**src/rtl/ecdsa_pkg.sv**
```systemverilog
// Shared constants and types for the sequential 64x64 limb multiplier.
// Operands are split into four 16-bit limbs; one limb product is accumulated per cycle.
package ecdsa_pkg;

    localparam int LIMB_W  = 16;
    localparam int N_LIMBS = 4;
    localparam int STEP_W  = 4;
    localparam int IDX_W   = 2;
    localparam int OP_W    = LIMB_W * N_LIMBS;
    localparam int PP_W    = 2 * LIMB_W;
    localparam int PROD_W  = 2 * OP_W;
    localparam int SHIFT_W = 7;

    localparam logic [STEP_W-1:0] LAST_STEP = '1;

    typedef enum logic {
        IDLE = 1'b0,
        MUL  = 1'b1
    } state_t;

    // Bit offset of partial product a_i*b_j inside the 128-bit accumulator: 16*(i+j).
    function automatic logic [SHIFT_W-1:0] limb_shift(input logic [IDX_W-1:0] i,
                                                      input logic [IDX_W-1:0] j);
        logic [IDX_W:0] s;
        s = {1'b0, i} + {1'b0, j};
        return {s, 4'b0000};
    endfunction

endpackage

```
**src/rtl/limb_mul_16x16.sv**
```systemverilog
// Combinational unsigned 16x16 -> 32 limb multiplier.
module limb_mul_16x16
    import ecdsa_pkg::*;
(
    input  logic [LIMB_W-1:0] x,
    input  logic [LIMB_W-1:0] y,
    output logic [PP_W-1:0]   p
);

    assign p = {{LIMB_W{1'b0}}, x} * {{LIMB_W{1'b0}}, y};

endmodule

```
**src/rtl/mul_64x64_seq.sv**
```systemverilog
// Sequential unsigned 64x64 -> 128 multiplier: one 16x16 limb product per clock,
// 16 steps per operation, registered busy/done/out.
module mul_64x64_seq
    import ecdsa_pkg::*;
(
    input  logic              clk,
    input  logic              reset,
    input  logic              start,
    input  logic [OP_W-1:0]   a,
    input  logic [OP_W-1:0]   b,
    output logic              busy,
    output logic [PROD_W-1:0] out,
    output logic              done
);

    state_t              state_reg, state_next;
    logic [STEP_W-1:0]   k_reg, k_next;
    logic [OP_W-1:0]     a_reg, a_next;
    logic [OP_W-1:0]     b_reg, b_next;
    logic [PROD_W-1:0]   acc_reg, acc_next;
    logic [PROD_W-1:0]   out_reg, out_next;
    logic                busy_reg, busy_next;
    logic                done_reg, done_next;

    logic [LIMB_W-1:0]   a_limb [N_LIMBS];
    logic [LIMB_W-1:0]   b_limb [N_LIMBS];
    logic [IDX_W-1:0]    i_idx, j_idx;
    logic [LIMB_W-1:0]   a_sel, b_sel;
    logic [PP_W-1:0]     pp;
    logic [PROD_W-1:0]   pp_shifted;
    logic [PROD_W-1:0]   acc_sum;

    genvar gi;
    generate
        for (gi = 0; gi < N_LIMBS; gi++) begin : g_limb
            assign a_limb[gi] = a_reg[gi*LIMB_W +: LIMB_W];
            assign b_limb[gi] = b_reg[gi*LIMB_W +: LIMB_W];
        end
    endgenerate

    // j walks the inner loop over b limbs, i the outer loop over a limbs.
    assign i_idx = k_reg[3:2];
    assign j_idx = k_reg[1:0];
    assign a_sel = a_limb[i_idx];
    assign b_sel = b_limb[j_idx];

    limb_mul_16x16 u_limb_mul (
        .x (a_sel),
        .y (b_sel),
        .p (pp)
    );

    assign pp_shifted = {{(PROD_W-PP_W){1'b0}}, pp} << limb_shift(i_idx, j_idx);
    // (2^64-1)^2 < 2^128, so the 128-bit sum never wraps.
    assign acc_sum    = acc_reg + pp_shifted;

    always_comb begin
        state_next = state_reg;
        k_next     = k_reg;
        a_next     = a_reg;
        b_next     = b_reg;
        acc_next   = acc_reg;
        out_next   = out_reg;
        busy_next  = busy_reg;
        done_next  = 1'b0;
        case (state_reg)
            IDLE: begin
                if (start) begin
                    a_next     = a;
                    b_next     = b;
                    acc_next   = '0;
                    k_next     = '0;
                    busy_next  = 1'b1;
                    state_next = MUL;
                end
            end
            MUL: begin
                acc_next = acc_sum;
                k_next   = k_reg + 1'b1;
                if (k_reg == LAST_STEP) begin
                    out_next   = acc_sum;
                    done_next  = 1'b1;
                    busy_next  = 1'b0;
                    k_next     = '0;
                    state_next = IDLE;
                end
            end
            default: begin
                state_next = IDLE;
                busy_next  = 1'b0;
            end
        endcase
    end

    always_ff @(posedge clk or negedge reset) begin
        if (!reset) begin
            state_reg <= IDLE;
            k_reg     <= '0;
            a_reg     <= '0;
            b_reg     <= '0;
            acc_reg   <= '0;
            out_reg   <= '0;
            busy_reg  <= 1'b0;
            done_reg  <= 1'b0;
        end else begin
            state_reg <= state_next;
            k_reg     <= k_next;
            a_reg     <= a_next;
            b_reg     <= b_next;
            acc_reg   <= acc_next;
            out_reg   <= out_next;
            busy_reg  <= busy_next;
            done_reg  <= done_next;
        end
    end

    assign busy = busy_reg;
    assign done = done_reg;
    assign out  = out_reg;

endmodule

```
**config.mk**
```make
export PLATFORM = sky130hd
export DESIGN_NAME = mul_64x64_seq
export DESIGN_NICKNAME = d
export VERILOG_FILES = /design/src/rtl/ecdsa_pkg.sv /design/src/rtl/limb_mul_16x16.sv /design/src/rtl/mul_64x64_seq.sv
export SDC_FILE = /design/constraint.sdc
export NUM_CORES = 2
export LEC_CHECK = 0
export CAP_MARGIN = 30
export CORE_ASPECT_RATIO = 1.4
export CORE_MARGIN = 3
export CORE_UTILIZATION = 61
export CTS_CLUSTER_DIAMETER = 150
export DETAILED_ROUTE_END_ITERATION = 7
export GPL_TIMING_DRIVEN = 0
export HOLD_SLACK_MARGIN = 0.02
export PLACE_DENSITY = 0.91
export SLEW_MARGIN = 20
export SYNTH_ARGS = -nofsm -noshare
export SYNTH_HDL_FRONTEND = slang
export SYNTH_HIERARCHICAL = 1
export SYNTH_SLANG_ARGS = --single-unit
```
**constraint.sdc**
```tcl
create_clock -name clk -period 14.9 [get_ports clk]
set_input_delay 2.98 -clock clk [delete_from_list [all_inputs] [get_ports clk]]
set_output_delay 2.98 -clock clk [all_outputs]
set_load 0.1 [all_outputs]
```
==> impl_results.md <==
- CTS buffer count: 40
- First-pass GRT wire length: just under 200000 µm
- WP data required: approximately 15 ns
- Count leader, synth: nand2_1
- Post-CTS Setup Inserts: 0
- CTS clk-pin slew, worst paths: 0.07 ns
- Seq/Total Area, Yosys: 0.291
- Clock Skew: between 0.06 and 0.07 ns
- Largest net degree at the start of global routing: 98
- Die Ht: 284 µm
- Syn Area/Cell: 8.93 µm²
- Post-place setup slack: about 1.2 ns
- Fillers: 3974
- Post-synth EDFFs: 0
- Asr flop ratio synth: 1.00
- GRT Resource Usage Total: 0.450
- Die Wd: 204 µm
- Critical path class: flop to flop
- Warnings from Yosys: 6
- Syn-to-layout area delta: 15.3%
- Initial antenna violation count: 24
- CTS tree: built
- Hold Path Class: flop to flop
- Fin crit share: 0.983
- Outcome: finished with violations
- Routed Antenna Nets: 0
- Routed length per instance: about 28 µm
- Worst-Margin Slew: 1.57 ns
- PortBufs: 260
- Post-synth top cells: nand2_1 (528), dfrtp_1 (391), o21ai_0 (299)
- GP Congestion: approximately 1.1
- Slowest-stage cell, CP: o41ai_2
- Min Tclk post-route: between 10 and 15 ns
- Initial drt markers: roughly 3700
- Final Hold Fails: 0
- Placeable Area: 54300 µm²
- Max-Cap Viols: 1
- Vias in the first global route: roughly 33000
- Row count: 101
- Syn_nets: between 4000 and 5000
- Slew margin rel.: -0.0609
- Yosys cell types: 85
- Fmax: 68.3 MHz
- Worst setup margin: between 0.2 and 0.3 ns
- Most used flip-flop cell after synthesis: dfrtp_1
- WL final: about 130000 µm
- Crit-path max cell delay: 1.01 ns
- Layout Nets: 4637
- Post-route DRC violation count: 20
- Skew-Pair Late Insertion Delay: ~0.64 ns
- Clk buf depth: 3
- Clock sinks: just under 400
- Dpl hpwl: ~96000 µm
- Starting Density: 0.618
- Post-Syn Instances: roughly 3800
- IO Pins: between 200 and 300
- Setup crit end kind: flop
- Slew Limit Fails: 2
- Worst EP arrival: ~15 ns
- PostCTS Resize Cnt: 0
- Yosys top cell area share: 0.291
- DR pass1 iterations: 8
- Clock root cell: clkbuf_16
- Die area: 57900 µm²
- Main area contributors after synthesis: dfrtp_1 (29%), fa_1 (12%), ha_1 (8.7%)
- CTS hold repair buffers: 0
- Synthesized area: 33600 µm²
- Leading area contributor after synthesis: dfrtp_1
- Grt total ovfl: 0
- Avg Vias per Cell: 6.67
- Fraction of layout cells with a size suffix above 1: 0.0782
- Via count: 32356
- Worst-path fanout max: 10
- H-tree Lvls: 2
- FF+latch count, synth: approximately 390
- Final setup viols: 0
- Failing checks: DRC, capacitance limit, slew limit
- Type of origin of the critical path: flop
- Flop2flop setup slack: between 0.2 and 0.3 ns
- RSZ-0062 raised after global routing: no
-- routing by layer --
metal	global-route usage	wire length (µm)
met1	0.460	41600
met2	0.687	58900
met3	0.178	15000
met4	0.437	17800
met5	0.0340	391
-- layout make-up --
class	instances	area, µm²	share of cell area
antenna	29	72.6	0.00187
buffer	203	777	0.0201
clock buffer	50	1100	0.0284
clock inverter	18	186	0.00482
inverter	294	1100	0.0285
multi-input combinational	2873	21900	0.567
sequential	391	9780	0.253
tap	721	902	0.0233
timing repair buffer	274	2850	0.0735
-- critical path, delay by kind of cell (launching register included) --
kind / cells / cell delay, ns
flip-flops: 1 / 0.33
adder cells (fa/ha/maj): 8 / 3.50
AO/OA/AOI/OAI: 4 / 2.55
XOR/XNOR: 2 / 0.43
multiplexers: 3 / 1.95
AND/OR/NAND/NOR: 11 / 3.10
buffers and inverters: 8 / 2.59
-- cell usage in the layout, fill, tap and decap left out, drive strengths merged, types with 51 or more instances in the layout --
| master | count |
|---|---|
| fa | 196 |
| o21ai | 305 |
| xor2 | 54 |
| ha | 233 |
| and2 | 150 |
| a21oi | 246 |
| mux2 | 152 |
| nand2 | 528 |
| dfrtp | 391 |
| o21bai | 51 |
| nor2 | 225 |
| inv | 298 |
| clkbuf | 239 |
| nand4 | 85 |
| a21o | 74 |
| clkdlybuf4s50 | 259 |
| xnor2 | 92 |
| a22o | 51 |
-- cell families (layout without fill, tap and decap cells) --
group / count (synthesis) / in the layout / synth area share
other cells: 0 / 29 / 0
buf+inv: 497 / 839 / 0.0559
simple gates: 1189 / 1189 / 0.165
mux: 202 / 202 / 0.0778
xor+xnor: 146 / 146 / 0.0381
flops: 391 / 391 / 0.291
compound gates: 907 / 907 / 0.168
fa+ha+maj: 429 / 429 / 0.204
-- metrics by stage --
step | instances | util | instance area [µm²] | TNS (ns) | hold WS [ns]
global placement | 4742 | 0.682 | 37100 | -2267.97 | 0.462
floorplan | 3761 | - | 33600 | 0 | 0.455
global route | 4842 | 0.712 | 38700 | 0 | 0.506
detailed placement | 4752 | 0.687 | 37300 | 0 | 0.470
CTS | 4820 | 0.710 | 38600 | 0 | 0.489
finish | 4853 | 0.712 | 38700 | 0 | 0.481
-- path summary, 6_finish.rpt --
kind / start / end / depth (start not counted)
worst max-delay path: k_reg[3] / out[114] / 36
worst min-delay path: out[15] / out[15] / 2
worst max register to register: k_reg[3] / out[114] / 36
worst min register to register: out[15] / out[15] / 2
max in group asynchronous: reset / acc_reg[28] / 4
min in group asynchronous: reset / a_reg[27] / 1
Power is not shown: default switching activity piles up to over one toggle a cycle in this logic, so the estimate is an artifact.
